===== config.mk =====
export PLATFORM = sky130hd
export DESIGN_NAME = serial_subtractor_ctrl
export DESIGN_NICKNAME = d
export VERILOG_FILES = /design/src/rtl/serial_subtractor_ctrl.sv
export SDC_FILE = /design/constraint.sdc
export NUM_CORES = 1
export LEC_CHECK = 0
export CAP_MARGIN = 25
export CORE_UTILIZATION = 45
export DETAILED_ROUTE_END_ITERATION = 10
export GPL_ROUTABILITY_DRIVEN = 0
export PLACE_DENSITY = 0.81
export SLEW_MARGIN = 20
export SYNTH_ARGS = -nofsm -noshare
export SYNTH_HDL_FRONTEND = slang
export SYNTH_SLANG_ARGS = --single-unit

===== constraint.sdc =====
create_clock -name clk -period 2.55 [get_ports clk]
set_input_delay 0.51 -clock clk [delete_from_list [all_inputs] [get_ports clk]]
set_output_delay 0.51 -clock clk [all_outputs]
set_load 0.005 [all_outputs]

===== src/rtl/serial_subtractor_ctrl.sv =====
// ============================================================================
//  Module      : serial_subtractor_ctrl (+ subtractor1 cell)
//  Description : Bit-serial WIDTH-bit subtractor, one bit per cycle, LSB first,
//                with valid/ready handshakes on operands and result.
//                Optional macro SERIAL_SUB_OVF_EN adds a signed-overflow output.
//  Revision    : 1.0 - initial release
// ============================================================================
`default_nettype none

module subtractor1 (
    input  logic A,
    input  logic B,
    input  logic Cin,
    output logic Cout,
    output logic Diff
);
    // Borrow out when A < B + Cin for a single bit
    assign Diff = A ^ B ^ Cin;
    assign Cout = (~A & B) | (~(A ^ B) & Cin);
endmodule

module serial_subtractor_ctrl #(
    parameter int WIDTH = 8
) (
    input  logic             clk,
    input  logic             reset,
    input  logic             start_valid,
    output logic             start_ready,
    input  logic [WIDTH-1:0] A,
    input  logic [WIDTH-1:0] B,
    input  logic             Bin,
    output logic [WIDTH-1:0] Diff,
    output logic             Bout,
`ifdef SERIAL_SUB_OVF_EN
    output logic             ovf,
`endif
    output logic             done_valid,
    input  logic             done_ready,
    output logic             busy
);

    localparam int c_CNT_W = (WIDTH > 2) ? $clog2(WIDTH) : 1;

    localparam logic [1:0] c_IDLE  = 2'd0;
    localparam logic [1:0] c_SHIFT = 2'd1;
    localparam logic [1:0] c_DONE  = 2'd2;

    logic [1:0]         r_state;
    logic [WIDTH-1:0]   r_a_sh;
    logic [WIDTH-1:0]   r_b_sh;
    logic [WIDTH-1:0]   r_d_sh;
    logic               r_brw;
    logic [c_CNT_W-1:0] r_cnt;
    logic [WIDTH-1:0]   r_diff;
    logic               r_bout;

    logic               w_cell_diff;
    logic               w_cell_bout;
    logic [WIDTH-1:0]   w_d_next;
    logic               w_last;
    logic               w_unused_lsb;

    subtractor1 u_cell (
        .A    (r_a_sh[0]),
        .B    (r_b_sh[0]),
        .Cin  (r_brw),
        .Cout (w_cell_bout),
        .Diff (w_cell_diff)
    );

    // The oldest slot of d_sh is overwritten before it is ever needed.
    assign w_d_next     = {w_cell_diff, r_d_sh[WIDTH-1:1]};
    assign w_unused_lsb = r_d_sh[0];
    assign w_last       = (r_cnt == c_CNT_W'(WIDTH - 1));

    always_ff @(posedge clk or posedge reset) begin
        if (reset) begin
            r_state <= c_IDLE;
            r_a_sh  <= '0;
            r_b_sh  <= '0;
            r_d_sh  <= '0;
            r_brw   <= 1'b0;
            r_cnt   <= '0;
            r_diff  <= '0;
            r_bout  <= 1'b0;
        end else begin
            case (r_state)
                c_IDLE: begin
                    if (start_valid) begin
                        r_a_sh  <= A;
                        r_b_sh  <= B;
                        r_brw   <= Bin;
                        r_cnt   <= '0;
                        r_state <= c_SHIFT;
                    end
                end
                c_SHIFT: begin
                    r_d_sh <= w_d_next;
                    r_a_sh <= {1'b0, r_a_sh[WIDTH-1:1]};
                    r_b_sh <= {1'b0, r_b_sh[WIDTH-1:1]};
                    r_brw  <= w_cell_bout;
                    r_cnt  <= r_cnt + 1'b1;
                    if (w_last) begin
                        r_diff  <= w_d_next;
                        r_bout  <= w_cell_bout;
                        r_state <= c_DONE;
                    end
                end
                c_DONE: begin
                    if (done_ready) begin
                        r_state <= c_IDLE;
                    end
                end
                default: r_state <= c_IDLE;
            endcase
        end
    end

`ifdef SERIAL_SUB_OVF_EN
    logic r_ovf;

    // Signed overflow: borrow into the MSB differs from borrow out of it.
    always_ff @(posedge clk or posedge reset) begin
        if (reset) begin
            r_ovf <= 1'b0;
        end else if (r_state == c_SHIFT && w_last) begin
            r_ovf <= r_brw ^ w_cell_bout;
        end
    end

    assign ovf = r_ovf;
`endif

    assign Diff        = r_diff;
    assign Bout        = r_bout;
    assign start_ready = (r_state == c_IDLE);
    assign done_valid  = (r_state == c_DONE);
    assign busy        = (r_state != c_IDLE);

endmodule

`default_nettype wire


Yosys cells after proc, flatten, opt, wreduce, memory -nomap -nowiden
Index checks and enable logic that the tools add are counted. Widths: inputs -> output; s select.

Flip-flop bits (word level): 39. Input bits: 21. Output and inout port bits: 12. Logic and storage cells: 40.

Add/subtract/negate cells: 1. Equality and inequality tests: 6. Multiplexer cells: 12. Bitwise gates (word level): 7. Reductions and logical operators: 6.

Operators with widths (count): $pmux 8 s2 (2); $mux 8 (2); $mux 2 (3); $pmux 2 s3 (1); $pmux 3 s2 (1); $ne 2x2->1 const B (2); $reduce_and 2->1 (2); $reduce_bool 2->1 (2); $add 3x1->3 const B (1); $eq 3x3->1 const B (1); $mux 3 (1); $reduce_and 3->1 (1); $and 1x1->1 (2); $eq 2x1->1 const B (1); $eq 2x2->1 const B (1); $logic_not 2->1 (1); $ne 2x1->1 const B (1); $not 1->1 (2); $pmux 1 s2 (1); $xor 1x1->1 (2); $mux 1 (1); $or 1x1->1 (1).

Depth between registers and ports, before layout
Gate-level depths: netlist of run 1.

Word-level depth: 5. Gate-level depth with buffers: 5. Depth with buffers taken out: 4.

Modules after synthesis
From an unflattened synthesis of run 1, not the netlist that was laid out.

Cells, all modules: 161. Area, all modules: 1798.0 um^2.

By module, submodules not included: serial_subtractor_ctrl (times used 1, cells an instance 157, area each 1766.7 um^2, seq. area each 950.9 um^2); subtractor1 (times used 1, cells an instance 4, area each 31.3 um^2, seq. area each 0.0 um^2).

Worst setup path after synthesis of run 1
No wires, ideal clock.

Kind: flip-flop to flip-flop. Start: register r_cnt[0]. End: register r_diff[0] (netlist: Diff[0]). Setup time: 0.125 ns. Arrival time: 1.289 ns. Required time: 2.425 ns. Slack: 1.136 ns. Stages on the path, launching flop included: 6. Buffers on the path: 1. Clock period less this slack: 1.414 ns. Cells stage by stage: dfrtp_1 > ha_1 > ha_1 > nand3b_4 > buf_6 > mux2_4.

Cells in the longest elaborated chain, start to end: 2.

RTL lines: start: declaration (RTL line 53) `logic [c_CNT_W-1:0] r_cnt;`; start signal: assignment (RTL line 102) `r_cnt <= r_cnt + 1'b1;`; $eq 3x3->1 (RTL line 74) `assign w_last = (r_cnt == c_CNT_W'(WIDTH - 1));`; $reduce_and 2->1 (no source line); end signal: assignment (RTL line 104) `r_diff <= w_d_next;`; end: declaration (RTL line 54) `logic [WIDTH-1:0] r_diff;`.

No other way between the ends. A chain may end at the register's enable or synchronous reset.

Final worst setup path of run 1
Start: register r_state[0]. End: output port done_valid.

Cells in the longest elaborated chain, start to end: 1.

RTL lines: start: declaration (RTL line 48) `logic [1:0] r_state;`; start signal: assignment (RTL line 78) `r_state <= c_IDLE;`; start signal: assignment (RTL line 94) `r_state <= c_SHIFT;`; start signal: assignment (RTL line 106) `r_state <= c_DONE;`; $eq 2x2->1 (RTL line 137) `assign done_valid = (r_state == c_DONE);`; end: declaration (RTL line 37) `output logic done_valid,`.

No other way between the ends.

==> qor.yml, run 1 <==
status: "finished, final reports clean"
grt_pass1_wl_um: 5802
ioPinCount: 33
ys_warn_count: 0
port_buffers: 32
arrival_ns: 1.65
core-area_mm2: 0.003799
rsz0062_at_grt: "no"
finalSetupViolCount: 0
holdCritStartpoint: "r_b_sh[7]"
holdCritPathClass: "reg -> reg"
synthCells: 150
rrSetupSlack_ns: 1.04
mostFrequentLayoutCell: "dfrtp_1"
cts_hold_buf: 0
skew_ns: 0.001552
hpwl_um: 2254
route.met2.wl_um: 1569
synth_cell_types: 29
insertedDiodeCount: 0
whs_endpoint: "r_b_sh[7]"
areaGrowthSynthToFinish_pct: 21.95
rows: 22
ant_nets: 0
async_flop_share_pct: 100.0
grt_pass1_vias: 1223
start_util_pct: 48.91
max_freq_mhz: 462.1
via_per_inst: 5.365
final.setup.tns_ns: 0
rr_startpoint: "r_state[1]"
hold_ws_ns: 0.5094
route.detailed.drc: 0
ys_ff_latch: 38
antenna_found_initial: 0
final_cell_mix: "dfrtp_1 (38), clkdlybuf4s50_1 (32), inv_1 (21)"
hold_depth: 2
syn-num-nets: 174
wl_per_cell_um: 14.56
post_cts_buffers: 0
leakage_uw: 0.001019
fillers: 313
first_iter_violations: 89
syn_area_per_cell_um2: 12.39
clk_pin_slew_worst_paths_ns: 0.07
die_w_um: 66.26
relSlewSlack_pct: 57.29
startpoint_type: "flop"
maxSlewViolCount: 0
clk_latency_ns: 0.28
grt-ovfl-total: 0
worst_setup_path_end_kind: "primary output"
synth_edf_count: 0
wl_met1_um: 1561
root_buffer: "clkbuf_8"
critPathRequiredTime_ns: 2.04
period_share_pct: 84.87
syn_area_mm2: 0.001858
drt_first_pass_iters: 4
ys_seq_area_share_pct: 51.18
ys.flop_type: "dfrtp_1"
tritoncts: "done"
cts_buffers: 5
vias: 1234
top_layer_used: "met4"
tightestPinTransition_ns: 0.6387
floorplan.die_area_mm2: 0.004390
grt_max_degree: 39
cts_sinks: 38
nNetsFinal: 205
cts_htree_levels: 2
met3_length_um: 173
irDropWorstVdd_v: 0.0004658
cts_resized: 0
path_class: "reg -> out"
grtUsageTotal_pct: 17.96
die_y_um: 66.26
maxCapViolCount: 0
ff2ff_path_depth: 3
layout-drive-gt1-share_pct: 17.03
hold_violations: 0
p_per_area_mw_per_mm2: 1137
max_stage_delay_ns: 0.49
crit_fanout: 29
period_minus_slack_ns: 2.164
cts_max_path_buffers: 2
cpMaxStageDelayCell: "clkdlybuf4s50_1"
wl_um: 3349
worstPathCellList: "buf_4, nand2b_1, inv_1, clkdlybuf4s50_1"
r2r-end: "r_d_sh[3]"
-- layer usage --
metal / global-route usage (%) / up-vias
met1: 23.25 / 601
met2: 28.44 / 41
met5: 0 / -
li1: - / 587
met4: 5.585 / 0
met3: 5.690 / 5
-- final cells by class --
cell class	instances	area, um2	area share [%]
Clock buffer	7	86.33	3.810
Clock inverter	1	5.005	0.2209
Inverter	21	78.83	3.479
Multi-Input combinational cell	80	742.0	32.74
Sequential cell	38	950.9	41.97
Tap cell	48	60.06	2.650
Timing Repair Buffer	35	342.8	15.13
-- worst max-delay path: cells and delay by family, from the launching register on --
family,cells,cell delay [ns]
buf+inv,3,0.79
flops,1,0.39
simple gates,1,0.19
-- worst max path at each step --
stage / start / end / slack (ns) / cells past startpoint
2_1_floorplan: r_cnt[0] / Diff[0] / 1.14 / 5
3_3_place_gp: start_valid / r_b_sh[5] / 0.55 / 3
3_5_place_dp: start_valid / r_brw / 0.45 / 3
4_1_cts: r_state[0] / done_valid / 0.37 / 4
5_1_grt: r_state[1] / start_ready / 0.30 / 2
6_report: r_state[0] / done_valid / 0.39 / 4
-- state kept, by name (all words and copies together), names as in the netlist --
| signal | count |
|---|---|
| Bout | 1 |
| Diff | 8 |
| r_a_sh | 8 |
| r_b_sh | 8 |
| r_brw | 1 |
| r_cnt | 3 |
| r_d_sh | 7 |
| r_state | 2 |
-- synth_stat cells (3+ instances only) --
library cell   n  area [um2]
a221oi_1       4       35.03
nor2b_1        7       43.79
mux2_2         8       90.09
a211oi_1       8       60.06
inv_1         21       78.83
nor4b_1        8       70.07
nand2b_1       3       18.77
mux2_4         8       120.1
nor3b_1       12       90.09
a222oi_1       3       30.03
buf_2          3       15.01
dfrtp_1       38       950.9
buf_6          5       56.30
-- power breakdown --
| group | internal, uW | switching (uW) |
|---|---|---|
| registers | 896 | 162 |
| clock network | 218 | 202 |
| logic | 643 | 455 |
| total | 1760 | 819 |
-- kinds of logic after synthesis --
group,share of synthesized area [%]
AND/OR/NAND/NOR,15.49
flip-flops,51.18
buffers and inverters,8.889
AO/OA/AOI/OAI,10.17
multiplexers,11.85
adder cells (fa/ha/maj),2.424
-- per-stage QoR --
stage	utilization [%]	cell area [um2]	setup slack (ns)	cells	power (uW)
6_report	59.65	2266	0.3859	230	2576
5_1_grt	59.65	2266	0.2986	230	2786
4_1_cts	59.65	2266	0.3668	230	2610
3_5_place_dp	57.25	2175	0.4484	222	2182
3_3_place_gp	57.25	2175	0.5524	222	2108
2_1_floorplan	-	1858	1.136	150	1857
Power figures use the tool's default switching activity.
==> run 2: changes to the inputs <==
--- a/config.mk
+++ b/config.mk
@@ -9,7 +9,7 @@
 export CORE_UTILIZATION = 45
 export DETAILED_ROUTE_END_ITERATION = 10
 export GPL_ROUTABILITY_DRIVEN = 0
-export PLACE_DENSITY = 0.81
+export PLACE_DENSITY = 0.84
 export SLEW_MARGIN = 20
 export SYNTH_ARGS = -nofsm -noshare
 export SYNTH_HDL_FRONTEND = slang
==> constraint.sdc (replaced) <==
create_clock -name clk -period 1.8 [get_ports clk]
set_input_delay 0.36 -clock clk [delete_from_list [all_inputs] [get_ports clk]]
set_output_delay 0.36 -clock clk [all_outputs]
set_load 0.005 [all_outputs]
==> qor.yml, run 2 (synthesized netlist as in run 1, its figures left out) <==
regArea_um2: 952.2  # was 950.9 um2
die_w_um: 66.26  # unchanged
cts_max_path_buffers: 2  # unchanged
wl_per_cell_um: 14.43  # was 14.56 um
ioPinCount: 33  # unchanged
setup_slack_ns: 0.08573  # was 0.3859 ns
final_cell_mix: "dfrtp_1 (37), clkdlybuf4s50_1 (30), inv_1 (21)"  # was dfrtp_1 (38), clkdlybuf4s50_1 (32), inv_1 (21)
critPathRequiredTime_ns: 1.44  # was 2.04 ns
worst_setup_path_end_kind: "primary output"  # unchanged
pre_cts_ws_ns: 0.1617  # was 0.4484 ns
status: "finished, final reports clean"  # unchanged
floorplan.die_area_mm2: 0.004390  # unchanged
path_class: "reg -> out"  # unchanged
insertedDiodeCount: 0  # unchanged
layout-drive-gt1-share_pct: 18.92  # was 17.03%
power.switching_uw: 1148  # was 819.0 uW
skew_ns: 0.005052  # was 0.001552 ns
clk_pin_slew_worst_paths_ns: 0.06  # was 0.07 ns
wl_um: 3363  # was 3349 um
final.setup.tns_ns: 0  # unchanged
pwr-share-comb_pct: 43.6  # was 42.6%
finalSetupViolCount: 0  # unchanged
tightestPinTransition_ns: 0.4632  # was 0.6387 ns
maxCapViolCount: 0  # unchanged
period_share_pct: 95.24
cts_htree_levels: 2  # unchanged
core-area_mm2: 0.003799  # unchanged
period_minus_slack_ns: 1.714
ant_nets: 0  # unchanged
grt-ovfl-total: 0  # unchanged
crit_fanout: 3  # was 29
leakage_uw: 0.001067  # was 0.001019 uW
max_freq_mhz: 583.3
startpoint_type: "flop"  # unchanged
intPower_uw: 2480  # was 1757 uW
via_per_inst: 5.421  # was 5.365
fillers: 305  # was 313
nNetsFinal: 209  # was 205
hpwl_um: 2286  # was 2254 um
swShare_pct: 31.65  # was 31.80%
root_buffer: "clkbuf_8"  # unchanged
clk_latency_ns: 0.29  # was 0.28 ns
grtUsageTotal_pct: 17.76  # was 17.96%
tritoncts: "done"  # unchanged
utilization_pct: 60.54  # was 59.65%
route.detailed.drc: 0  # unchanged
rsz0062_at_grt: "no"  # unchanged
start_util_pct: 48.91  # unchanged
seqPwrFrac_pct: 41.6  # was 41.1%
irDropWorstVdd_v: 0.0006074  # was 0.0004658 V
power_frac_clock_pct: 14.8  # was 16.3%
antenna_found_initial: 0  # unchanged
port_buffers: 32  # unchanged
areaGrowthSynthToFinish_pct: 23.77  # was 21.95%
hold_ws_ns: 0.5018  # was 0.5094 ns
mostFrequentLayoutCell: "dfrtp_1"  # unchanged
multi_input_area_um2: 754.5  # was 742.0 um2
relSlewSlack_pct: 69.12  # was 57.29%
drt_first_pass_iters: 5  # was 4
die_y_um: 66.26  # unchanged
hold_violations: 0  # unchanged
cts_hold_buf: 0  # unchanged
first_iter_violations: 79  # was 89
cts_sinks: 38  # unchanged
vias: 1263  # was 1234
p_per_area_mw_per_mm2: 1578  # was 1137 mW/mm2
rows: 22  # unchanged
grt_pass1_vias: 1269  # was 1223
grt_pass1_wl_um: 5706  # was 5802 um
holdCritPathClass: "reg -> reg"  # unchanged
arrival_ns: 1.35  # was 1.65 ns
cts_buffers: 5  # unchanged
grt_max_degree: 39  # unchanged
maxSlewViolCount: 0  # unchanged
[run 2: final cells by class]
type	instances	area share, %
inverter	21	3.428
timing repair buffer	39	16.43
sequential	38	41.40
multi-input combinational	80	32.81
clock buffer	7	3.319
tap	48	2.612
[run 2: path summary, 6_finish.rpt]
kind / from / endpoint / slack (ns) / depth (start not counted)
max reg2reg: r_state[1] / r_d_sh[6] / 0.26 / 3
min: r_d_sh[1] / Diff[0] / 0.50 / 1
min in group asynchronous: reset / r_b_sh[2] / 0.51 / 3
max in group asynchronous: reset / r_state[1] / 0.95 / 3
min reg2reg: r_d_sh[1] / Diff[0] / 0.50 / 1
max: r_state[1] / busy / 0.09 / 3
[run 2: repair_timing]
action                     4_1_cts  5_1_grt
gates cloned                     0        0
pin swaps                        1        1
setup endpoints to repair        2        3
buffers inserted                 0        1
resized for setup                1        4
[run 2: routing by layer]
metal  wire length (um)  part of all wire, %  global-route usage (%)
met1               1482                   44                   22.02
met3                186                  5.5                   6.724
met4                 37                  1.1                   5.585
met5                  0                    0                       0
met2               1656                   49                   28.44
[run 2: power by group through the flow]
| stage | logic (uW) | clock network (uW) | registers, uW |
|---|---|---|---|
| floorplan | 1160 | 0 | 1470 |
| global placement | 1510 | 0 | 1490 |
| detailed placement | 1580 | 0 | 1520 |
| CTS | 1590 | 560 | 1510 |
| global route | 1760 | 607 | 1550 |
| finish | 1580 | 538 | 1510 |
[run 2: critical path, stage by stage, from the launching register on]
cell             delay [ns]
dfrtp_2                0.45
nor2_4                 0.14
inv_1                  0.05
clkdlybuf4s50_1        0.43
[run 2: through the flow]
| step | instance area [um2] | total power, uW | instances |
|---|---|---|---|
| floorplan | 1858 | 2631 | 150 |
| global placement | 2197 | 3001 | 225 |
| detailed placement | 2197 | 3093 | 225 |
| CTS | 2278 | 3654 | 232 |
| global route | 2300 | 3925 | 233 |
| finish | 2300 | 3628 | 233 |
==> run 3: changes to the inputs <==
--- a/config.mk
+++ b/config.mk
@@ -9,6 +9,7 @@
 export CORE_UTILIZATION = 45
 export DETAILED_ROUTE_END_ITERATION = 10
 export GPL_ROUTABILITY_DRIVEN = 0
+export GPL_TIMING_DRIVEN = 0
 export PLACE_DENSITY = 0.84
 export SLEW_MARGIN = 20
 export SYNTH_ARGS = -nofsm -noshare
==> qor.yml, run 3 (synthesized netlist as in run 1, its figures left out) <==
status: "finished, final reports clean"  # unchanged
rsz0062_at_grt: "no"  # unchanged
regArea_um2: 950.9  # was 952.2 um2
hold_depth: 3  # was 1
power.switching_uw: 1255  # was 1148 uW
cts_max_path_buffers: 2  # unchanged
wl_um: 3716  # was 3363 um
worst_setup_path_end_kind: "primary output"  # unchanged
hpwl_um: 2520  # was 2286 um
tightestPinTransition_ns: 0.7622  # was 0.4632 ns
period_share_pct: 95.35  # was 95.24%
clk_latency_ns: 0.29  # about the same
layout-drive-gt1-share_pct: 24.49  # was 18.92%
pre_cts_ws_ns: -0.07348  # was 0.1617 ns
max_stage_delay_ns: 0.40  # was 0.45 ns
pwr-share-comb_pct: 45.2  # was 43.6%
mostFrequentLayoutCell: "dfrtp_1"  # unchanged
final.setup.tns_ns: 0  # unchanged
fillers: 297  # was 305
skew_ns: 0.006974  # was 0.005052 ns
die_y_um: 66.26  # unchanged
whs_endpoint: "r_state[0]"  # was Diff[0]
wl_per_cell_um: 15.23  # was 14.43 um
nNetsFinal: 219  # was 209
path_buf_inv: 4  # was 2
drt_first_pass_iters: 4  # was 5
rrSetupSlack_ns: 0.22  # was 0.26 ns
design_area_mm2: 0.002400  # was 0.002300 mm2
route.detailed.drc: 0  # unchanged
grt-ovfl-total: 0  # unchanged
holdCritStartpoint: "start_valid"  # was r_d_sh[1]
p_per_area_mw_per_mm2: 1658  # was 1578 mW/mm2
holdCritPathClass: "in -> reg"  # was reg -> reg
first_iter_violations: 80  # was 79
core-area_mm2: 0.003799  # unchanged
period_minus_slack_ns: 1.716  # was 1.714 ns
power_frac_clock_pct: 17.1  # was 14.8%
grt_pass1_vias: 1367  # was 1269
intPower_uw: 2723  # was 2480 uW
grt_max_degree: 39  # unchanged
via_per_inst: 5.402  # was 5.421
maxSlewViolCount: 0  # unchanged
cp_top_family: "buffers and inverters"  # unchanged
path_class: "reg -> out"  # unchanged
areaGrowthSynthToFinish_pct: 29.16  # was 23.77%
cts_buffers: 5  # unchanged
maxCapViolCount: 0  # unchanged
crit_fanout: 4  # was 3
rows: 22  # unchanged
startpoint_type: "flop"  # unchanged
max_freq_mhz: 582.7  # was 583.3 MHz
ant_nets: 0  # unchanged
clk_pin_slew_worst_paths_ns: 0.08  # was 0.06 ns
relSlewSlack_pct: 49.11  # was 69.12%
rr_startpoint: "r_state[0]"  # was r_state[1]
multi_input_area_um2: 754.5  # unchanged
irDropWorstVdd_v: 0.0007809  # was 0.0006074 V
root_buffer: "clkbuf_8"  # unchanged
leakage_uw: 0.001109  # was 0.001067 uW
seqPwrFrac_pct: 37.7  # was 41.6%
ioPinCount: 33  # unchanged
die_w_um: 66.26  # unchanged
critPathRequiredTime_ns: 1.44  # about the same
worstPathCellList: "buf_6, buf_4, nor2_4, inv_1, dlygate4sd2_1"  # was nor2_4, inv_1, clkdlybuf4s50_1
grt_pass1_wl_um: 6272  # was 5706 um
hold_violations: 0  # unchanged
start_util_pct: 48.91  # unchanged
cts_htree_levels: 2  # unchanged
r2r-end: "r_a_sh[5]"  # was r_d_sh[6]
ff2ff_path_depth: 6  # was 3
tritoncts: "done"  # unchanged
place_area_mm2: 0.002228  # was 0.002197 mm2
antenna_found_initial: 0  # unchanged
arrival_ns: 1.36  # was 1.35 ns
swShare_pct: 31.55  # was 31.65%
floorplan.die_area_mm2: 0.004390  # unchanged
cts_hold_buf: 0  # unchanged
port_buffers: 31  # was 32
final_cell_mix: "dfrtp_1 (38), clkdlybuf4s50_1 (28), inv_1 (20)"  # was dfrtp_1 (37), clkdlybuf4s50_1 (30), inv_1 (21)
cpMaxStageDelayCell: "dfrtp_1"  # was dfrtp_2
cts_sinks: 38  # unchanged
grtUsageTotal_pct: 19.83  # was 17.76%
vias: 1318  # was 1263
setup_slack_ns: 0.08373  # was 0.08573 ns
insertedDiodeCount: 0  # unchanged
finalSetupViolCount: 0  # unchanged
-- run 3: metal layers --
layer | up-vias | wire length (um) | track usage [%] | part of all wire, %
met5 | - | 0 | 0 | 0
met4 | 0 | 51 | 6.915 | 1.4
met3 | 6 | 234 | 6.207 | 6.3
met2 | 47 | 1826 | 33.67 | 49
met1 | 652 | 1603 | 23.51 | 43
li1 | 613 | - | - | -
-- run 3: what timing repair did --
action,4_1_cts,5_1_grt
pin swaps,1,1
endpoints found under the setup margin,3,2
gates resized for setup,7,1
setup buffers,7,0
-- run 3: how the worst max path moves through the flow --
stage,cells after the start,to,start,slack (ns)
after floorplan,5,Diff[0],r_cnt[0],0.39
after global placement,2,r_b_sh[5],reset,-0.18
after detailed placement,3,start_ready,r_state[0],-0.07
after CTS,5,start_ready,r_state[0],0.02
after global routing,5,busy,r_state[0],0.003
final,5,busy,r_state[0],0.08
-- run 3: power by group through the flow --
stage	clock network (uW)	registers, uW	logic, uW
6_report	679	1500	1800
5_1_grt	742	1550	1970
4_1_cts	693	1500	1820
3_5_place_dp	0	1520	1680
3_3_place_gp	0	1490	1600
2_1_floorplan	0	1470	1160
-- run 3: area by class of cell --
cell class / count / area share [%]
flip-flops and latches: 38 / 39.62
multi-input cells: 80 / 31.44
well taps: 48 / 2.503
repair buffers: 38 / 14.96
clock buffers: 8 / 4.588
plain buffers: 11 / 3.597
inverters: 21 / 3.285
-- run 3: per-stage QoR --
stage                     power (uW)  std cells  hold slack, ns  utilization (%)
final                           3978        244          0.4656            63.18
after global routing            4267        244          0.4749            63.18
after CTS                       4016        244          0.4494            63.31
after detailed placement        3206        229          0.4914            58.66
after global placement          3094        229          0.4734            58.66
after floorplan                 2631        150          0.4590                -
-- run 3: worst register-to-register path, stage by stage (launching register included) --
cell and delay [ns]:
dfrtp_1 0.38, buf_6 0.11, buf_4 0.14, buf_4 0.13, clkbuf_1 0.31, nor3b_1 0.30
a211oi_1 0.09
